===== src/rtl/ctrl_pkg.sv =====
// Shared definitions for the multicycle controller.
//   ctrl_state_e        : 4-bit FSM state encoding, also driven out on state_o.
//   TIMEOUT_CYC_DEFAULT : default cycle budget for any memory request/wait state.
package ctrl_pkg;

  localparam int unsigned TIMEOUT_CYC_DEFAULT = 255;

  typedef enum logic [3:0] {
    StIdle      = 4'd0,
    StFetchReq  = 4'd1,
    StFetchWait = 4'd2,
    StDecode    = 4'd3,
    StExec      = 4'd4,
    StMemReq    = 4'd5,
    StMemWait   = 4'd6,
    StWb        = 4'd7,
    StHalt      = 4'd8,
    StErr       = 4'd9
  } ctrl_state_e;

  // States that wait on a memory handshake and are therefore timed.
  function automatic logic is_wait_state(ctrl_state_e s);
    return s inside {StFetchReq, StFetchWait, StMemReq, StMemWait};
  endfunction

endpackage


===== src/rtl/ctrl_wdog.sv =====
// Timeout counter for the multicycle controller.
//   clk, rst  : clock and asynchronous active-high reset
//   clear_i   : zero the count (takes priority over enable_i)
//   enable_i  : count this cycle
//   limit_i   : number of cycles allowed
//   expired_o : the current cycle is the limit_i-th enabled cycle
module ctrl_wdog #(
  parameter int unsigned Width = 8
) (
  input  logic             clk,
  input  logic             rst,
  input  logic             clear_i,
  input  logic             enable_i,
  input  logic [Width-1:0] limit_i,
  output logic             expired_o
);

  logic [Width-1:0] cnt_q;

  always_ff @(posedge clk or posedge rst) begin
    if (rst) begin
      cnt_q <= '0;
    end else if (clear_i) begin
      cnt_q <= '0;
    end else if (enable_i) begin
      cnt_q <= cnt_q + Width'(1);
    end
  end

  // cnt_q counts cycles already spent, so the current cycle is number cnt_q + 1.
  assign expired_o = enable_i &&
                     ((Width + 1)'(cnt_q) + (Width + 1)'(1) >= (Width + 1)'(limit_i));

endmodule


===== src/rtl/multicycle_ctrl.sv =====
// Multicycle CPU sequencing controller.
//   imem_* : instruction fetch handshake (request, accept, data return)
//   dmem_* : data access handshake; dmem_we_o marks a store
//   dec_*  : decoded attributes of the latched instruction
//   ir_we_o / reg_we_o / pc_we_o : datapath enables
//   halt_o / err_o : sticky terminal states (ebreak, timeout or illegal decode)
//   state_o, cycle_o, instret_o : state encoding and performance counters
// Every output is a flop loaded from the next-state decode, so outputs line up with
// state_q and there is no combinational path from any input to any output.
module multicycle_ctrl import ctrl_pkg::*; #(
  parameter int unsigned TIMEOUT_CYC = TIMEOUT_CYC_DEFAULT,
  parameter int unsigned XLEN        = 64
) (
  input  logic            clk,
  input  logic            rst,
  output logic            imem_valid_o,
  input  logic            imem_ready_i,
  input  logic            imem_rvalid_i,
  output logic            dmem_valid_o,
  output logic            dmem_we_o,
  input  logic            dmem_ready_i,
  input  logic            dmem_rvalid_i,
  input  logic            dec_load_i,
  input  logic            dec_store_i,
  input  logic            dec_reg_we_i,
  input  logic            dec_break_i,
  output logic            ir_we_o,
  output logic            reg_we_o,
  output logic            pc_we_o,
  output logic            halt_o,
  output logic            err_o,
  output logic [3:0]      state_o,
  output logic [XLEN-1:0] cycle_o,
  output logic [XLEN-1:0] instret_o
);

  localparam int unsigned WdogW = (TIMEOUT_CYC < 2) ? 1 : $clog2(TIMEOUT_CYC + 1);

  ctrl_state_e     state_q, state_d;
  logic            wdog_expired;
  logic [XLEN-1:0] cycle_q, instret_q;

  ctrl_wdog #(
    .Width(WdogW)
  ) u_wdog (
    .clk      (clk),
    .rst      (rst),
    .clear_i  (state_d != state_q),
    .enable_i (is_wait_state(state_q)),
    .limit_i  (WdogW'(TIMEOUT_CYC)),
    .expired_o(wdog_expired)
  );

  // Exit conditions are tested before the timeout so a late handshake still wins.
  // rvalid is only looked at in the *_WAIT states.
  always_comb begin
    state_d = state_q;
    unique case (state_q)
      StIdle:      state_d = StFetchReq;
      StFetchReq: begin
        if (imem_ready_i)      state_d = StFetchWait;
        else if (wdog_expired) state_d = StErr;
      end
      StFetchWait: begin
        if (imem_rvalid_i)     state_d = StDecode;
        else if (wdog_expired) state_d = StErr;
      end
      StDecode:    state_d = dec_break_i ? StHalt : StExec;
      StExec: begin
        if (dec_load_i && dec_store_i)      state_d = StErr;
        else if (dec_load_i || dec_store_i) state_d = StMemReq;
        else                                state_d = StWb;
      end
      StMemReq: begin
        if (dmem_ready_i)      state_d = StMemWait;
        else if (wdog_expired) state_d = StErr;
      end
      StMemWait: begin
        if (dmem_rvalid_i)     state_d = StWb;
        else if (wdog_expired) state_d = StErr;
      end
      StWb:        state_d = StFetchReq;
      StHalt:      state_d = StHalt;
      StErr:       state_d = StErr;
      default:     state_d = StErr;
    endcase
  end

  always_ff @(posedge clk or posedge rst) begin
    if (rst) begin
      state_q      <= StIdle;
      imem_valid_o <= 1'b0;
      dmem_valid_o <= 1'b0;
      dmem_we_o    <= 1'b0;
      ir_we_o      <= 1'b0;
      reg_we_o     <= 1'b0;
      pc_we_o      <= 1'b0;
      halt_o       <= 1'b0;
      err_o        <= 1'b0;
      cycle_q      <= '0;
      instret_q    <= '0;
    end else begin
      state_q      <= state_d;
      imem_valid_o <= (state_d == StFetchReq);
      dmem_valid_o <= (state_d == StMemReq);
      dmem_we_o    <= (state_d == StMemReq) && dec_store_i;
      ir_we_o      <= (state_d == StDecode);
      reg_we_o     <= (state_d == StWb) && dec_reg_we_i && !dec_store_i;
      pc_we_o      <= (state_d == StWb);
      halt_o       <= (state_d == StHalt);
      err_o        <= (state_d == StErr);
      if (!(state_q inside {StIdle, StHalt, StErr})) begin
        cycle_q <= cycle_q + XLEN'(1);
      end
      // Retire at the end of the WB cycle.
      if (state_q == StWb) begin
        instret_q <= instret_q + XLEN'(1);
      end
    end
  end

  assign state_o   = state_q;
  assign cycle_o   = cycle_q;
  assign instret_o = instret_q;

endmodule


===== config.mk =====
export PLATFORM = sky130hd
export DESIGN_NAME = multicycle_ctrl
export DESIGN_NICKNAME = d
export VERILOG_FILES = /design/src/rtl/ctrl_pkg.sv /design/src/rtl/ctrl_wdog.sv /design/src/rtl/multicycle_ctrl.sv
export SDC_FILE = /design/constraint.sdc
export NUM_CORES = 1
export LEC_CHECK = 0
export ABC_AREA = 1
export BUFFER_PORTS_ARGS = -buffer_cell sky130_fd_sc_hd__buf_2
export CORE_MARGIN = 5
export CORE_UTILIZATION = 51
export DETAILED_ROUTE_END_ITERATION = 8
export PLACE_DENSITY = 0.77
export SKIP_CTS_REPAIR_TIMING = 1
export SYNTH_ARGS = -nofsm -noshare
export SYNTH_HDL_FRONTEND = slang
export SYNTH_HIERARCHICAL = 1
export SYNTH_SLANG_ARGS = --single-unit

===== constraint.sdc =====
create_clock -name clk -period 4.13 [get_ports clk]
set_input_delay 0.2065 -clock clk [delete_from_list [all_inputs] [get_ports clk]]
set_output_delay 0.2065 -clock clk [all_outputs]
set_load 0.01 [all_outputs]

== After elaboration in Yosys (flattened, before gate mapping) ==
Cells that the tools add are included.
W data, S select, Z words.
Word-level totals
  register bits after elaboration: 148
  latch bits: 0
  RAM bits: 0
  ROM bits: 0
  bits of input ports: 10
  output and inout bits: 140
  logic and storage cells: 56
  memories: 0
Operators by class
  add/subtract/negate cells: 4
  multiply operators: 0
  divide/modulo/power cells: 0
  magnitude comparators: 1
  equal/unequal tests: 16
  shifts and indexed selects: 0
  mux-type cells: 11
  bitwise gates (word level): 0
  reductions and logical operators: 12
Operators by type and width (count)
  $add A64 B1 Y64 const B: 2
  $pmux W4 S8: 1
  $mux W4: 7
  $eq A4 B3 Y1 const B: 6
  $eq A4 B4 Y1 const B: 4
  $mux W8: 2
  $eq A4 B2 Y1 const B: 3
  $add A8 B1 Y9 const B: 1
  $ge A9 B8 Y1 const B: 1
  $add A8 B1 Y8 const B: 1
  $eq A4 B1 Y1 const B: 2
  $logic_and A1 B1 Y1: 5
  $logic_not A4 Y1: 1
  $ne A4 B4 Y1: 1
  $reduce_bool A4 Y1: 1
  $reduce_bool A3 Y1: 1
  $mux W2: 1
  $reduce_bool A2 Y1: 1
  $reduce_or A2 Y1: 1
  $logic_not A1 Y1: 1
  $logic_or A1 B1 Y1: 1

== Logic depth before layout (Yosys ltp) ==
  depth in word-level cells: 9
  gate-level depth with buffers: 28
  depth with buffers taken out: 28

== Cells and area by module ==
Netlist, hierarchy kept.
By module, submodules not included
  multicycle_ctrl: instances 1, cells an instance 1062, area an instance 7911.3 µm², sequential area each 3503.4 µm²
  ctrl_wdog: instances 1, cells an instance 91, area an instance 654.4 µm², sequential area each 200.2 µm²

== Least setup slack after synthesis ==
OpenSTA, ideal clock, no wires.
  path type: register to register
  from: register u_wdog.cnt_q[0]
  to: register u_wdog.cnt_q[3]
  library setup time: 0.082 ns
  data arrival time: 2.961 ns
  required time: 4.048 ns
  setup slack: 1.087 ns
  cell stages (with the launch flop): 26
  path buffers: 0
  period minus slack after synthesis: 3.043 ns
  cell sequence: dfrtp_1 -> ha_1 -> nand3_1 -> xor2_1 -> ha_1 -> nand2_1 -> nor2_1 -> nand2_1 -> nand3_1 -> nand2_1 -> nand2_1 -> nand2_1 -> a21oi_1 -> inv_1 -> nand2_1 -> nand2_1 -> and2_1 -> nor2_1 -> nand2_1 -> nand2_1 -> nand2_1 -> nor2_1 -> nand2_1 -> nor2_1 -> inv_1 -> o22ai_1
Between the ends
  word-level cells in the longest chain between the ends: 8
  elaborated cells on any way between the ends: 14
  those cells by class: add/sub (2); order compare (1); eq/ne (1); mux (8); reduce/logical (2)
RTL lines
  start: declaration: RTL line ctrl_wdog.sv:18  | logic [Width-1:0] cnt_q;
  start signal: assignment: RTL line ctrl_wdog.sv:26  | cnt_q <= cnt_q + Width'(1);
  $add A8 B1 Y9 *: RTL line ctrl_wdog.sv:32  | ((Width + 1)'(cnt_q) + (Width + 1)'(1) >= (Width + 1)'(limit_i));
  $ge A9 B8 Y1 *: RTL line ctrl_wdog.sv:32
  $logic_and A1 B1 Y1 *: RTL line ctrl_wdog.sv:31  | assign expired_o = enable_i &&
  via wdog_expired: RTL line multicycle_ctrl.sv:40  | logic wdog_expired;
  $mux W4 *
  $mux W4, on equally long branches
  $pmux W4 S8 *: RTL line multicycle_ctrl.sv:58  | unique case (state_q)
  via state_d[1]: RTL line multicycle_ctrl.sv:39  | ctrl_state_e state_q, state_d;
  $ne A4 B4 Y1 *: RTL line multicycle_ctrl.sv:48  | .clear_i (state_d != state_q),
  $mux W8 or $reduce_bool A2 Y1 (tied branches)
Mark *: on every way through the listed nets, which the timed path passes. The rest lies on a longest branch. The select of a mux whose other input is x is not followed.
A chain may end at the register's enable or synchronous reset.

== Final worst setup path ==
  from: register u_wdog.cnt_q[0]
  to: register u_wdog.cnt_q[5]
Same word-level chain as after synthesis.

==> results.cfg <==
[setup_path]
critPathTopFamily = simple AND/OR/NAND/NOR gates
r2r_start = u_wdog/cnt_q[0]
cpPeakStageDelay_ps = 430
r2r_end = u_wdog/cnt_q[5]
cp-start-kind = register
cpMostUsedCell = nand2_1
crit_required_ps = 4470
critical_path_class = reg2reg
r2r_cells = 25
regToRegSetupSlack_ps = 480
timing.critical_path.buf_inv = 2
crit_path_max_fanout = 6
end_kind = register
cp.arrival_ps = 3990
crit_slowest_cell = dfrtp_1

[sta]
period_needed_ps = 3650
finalHoldViolCount = 0
tightestPinTransition_ps = 983
fin_tns_setup_ps = 0
finalCritPeriodShare_pct = 88.4
relSlewSlack_pct = 34.5
max_freq_mhz = 274
report.final.slew_viol_count = 0
grt_setup_unrepaired = false
finalSetupViolCount = 0
fin_skew_ps = 7.67

[clock_tree]
htree_num_levels = 4
cts_inserted_buffers = 17
clkLatencyLatePin_ps = 420
cts_tree = done
clock_sinks = 148
clockBufferDepth = 2
cts_root_buffer = clkbuf_16
path_clk_slew_ps = 60

[routing]
via_per_inst = 5.11
wl_mm = 22.4
wl_per_cell_um = 14.4
drc = 0
dr.pass1.iters = 5
num_vias = 7959
ant_nets = 0
drtIter0Drc = 592

[synthesis]
synth-xor-area-share_pct = 9.41
synth_top_family_by_area = simple AND/OR/NAND/NOR gates
synth_largest_area_cell = dfrtp_1
ys_warn_count = 6
synth-compound-area-share_pct = 1.62
seq_area_frac_synth_pct = 43.2
synth.distinct_cells = 33
async_flop_share_pct = 100
synthTopCellsByArea = dfrtp_1 (43%), nand2_1 (16%), nor2_1 (7.4%)
yosysTopAreaCellShare_pct = 43.2
synth-edff-count = 0
ys_dominant_reg_cell = dfrtp_1
synthSimpleGateAreaFrac_pct = 37.0
syn_area_per_cell_um2 = 7.43
synthAdderAreaFrac_pct = 1.61
synthCells = 1153
synth_seq_cells = 148
synth.area.mux_share_pct = 0
mappedNetlistArea_um2 = 8570

[floorplan]
die_area_um2 = 19500
coreArea_um2 = 16500
num_io_pins = 150
start_util_pct = 51.8
num_rows = 47
die_w_um = 140
fp.dieH_um = 140

[cells_and_area]
final_cell_mix = nand2_1 (358), nor2_1 (168), inv_1 (149), buf_2 (149), dfrtp_1 (148)
num_antenna_cells = 0
fin_area_um2 = 10100
layout_commonest_cell = nand2_1
drive_gt1_share_pct = 16.1
fillers = 1493
nets = 1347
synthToLayoutAreaGrowth_pct = 18.4
fin_util_pct = 61.4

[grt]
grt_max_degree = 112
gr-total-overflow = 0
grt_pass1_wl_mm = 37.4
grt_use_total_pct = 23.5
grt_pass1_vias = 7519
antenna_found_initial = 0

[pwr]
power_leakage_uw = 0.00536
pwr_density_cell_nw_per_um2 = 339
power_uw = 3440
ir_drop_mv = 0.291

[flow_run]
cap_violations = 0

[place]
place.gp.congestion = 0.942
place_area_um2 = 9600
io_buffers = 149
hpwl_mm = 17.4

[min_path]
hp-class = in2reg
hold_path_end = reg_we_o
min_from = dec_reg_we_i
hold_depth = 3

[status]
outcome = completed
cells by family after synthesis:
logic type,count (synthesis)
flip-flops,148
AO/OA/AOI/OAI,24
adder cells (fa/ha/maj),11
XOR/XNOR,92
buffers and inverters,158
other,1
AND/OR/NAND/NOR,719
metrics by stage:
| stage | setup slack, ps | std cells | hold WS, ps |
|---|---|---|---|
| final | 481 | 1557 | 35.0 |
| after global routing | 45.6 | 1557 | 24.9 |
| after CTS | 506 | 1556 | -234 |
| after detailed placement | 531 | 1526 | 216 |
| after global placement | 638 | 1526 | 213 |
| after floorplan | 171 | 1160 | 22.2 |
registers in the layout, summed over array words and instances (netlist names):
signal,cells
ir_we_o,1
dmem_we_o,1
instret_o,64
imem_valid_o,1
cycle_o,64
pc_we_o,1
halt_o,1
state_o,4
reg_we_o,1
err_o,1
u_wdog/cnt_q,8
dmem_valid_o,1
worst reg2reg max path: stages (launching register included):
cell,delay (ps)
dfrtp_1,430
ha_1,250
nand3_1,140
xor2_1,230
ha_1,170
nand2_1,70
nor2_1,100
nand2_1,50
nand3_1,80
nand2_1,50
nand2_1,50
nand2_1,40
a21oi_1,280
inv_1,70
nand2_1,100
nand2_1,50
and2_1,150
nor2_1,170
nand2_1,140
nand2_1,80
nand2_1,50
nor2_1,100
nand2_1,90
nor2_1,340
inv_1,140
o22ai_1,140
cell type report:
cell class / instances / area (um^2) / share of cell area (%)
Inverter: 154 / 583 / 5.75
Clock inverter: 5 / 52.6 / 0.518
Sequential cell: 148 / 3700 / 36.5
Clock buffer: 25 / 475 / 4.69
Tap cell: 220 / 275 / 2.72
Multi-Input combinational cell: 854 / 4290 / 42.3
Timing Repair Buffer: 151 / 763 / 7.53
worst max path at each step:
stage | startpoint | endpoint | cells after the start
final | u_wdog/cnt_q[0] | u_wdog/cnt_q[5] | 25
after floorplan | rst | cycle_o[0] | 1
after detailed placement | u_wdog/cnt_q[0] | u_wdog/cnt_q[5] | 25
after global placement | u_wdog/cnt_q[0] | u_wdog/cnt_q[5] | 25
after global routing | u_wdog/cnt_q[0] | u_wdog/cnt_q[3] | 25
after CTS | u_wdog/cnt_q[0] | u_wdog/cnt_q[5] | 25
cells in the mapped netlist (all sizes together) (11+ instances only):
library cell	number
nand3	67
nand2	363
inv	154
xnor2	32
ha	11
nand3b	22
nand4	36
dfrtp	148
xor2	60
o21ai	14
nor3	34
nor2	192
layer usage:
metal  vias up  share of wire, %  track usage (%)
li1       3928                 -                -
met1      3717                43             30.5
met2       273                48             39.5
met3        41               6.6             5.52
met4         0               2.2             6.94
met5         -                 0                0
power by group:
part / switching [uW] / total [uW] / internal (uW) / leakage (uW)
sequential: 74.0 / 1580 / 1510 / 0.00205
combinational: 300 / 436 / 136 / 0.00305
clock: 574 / 1430 / 851 / 0.000257
Power figures use the tool's default switching activity.
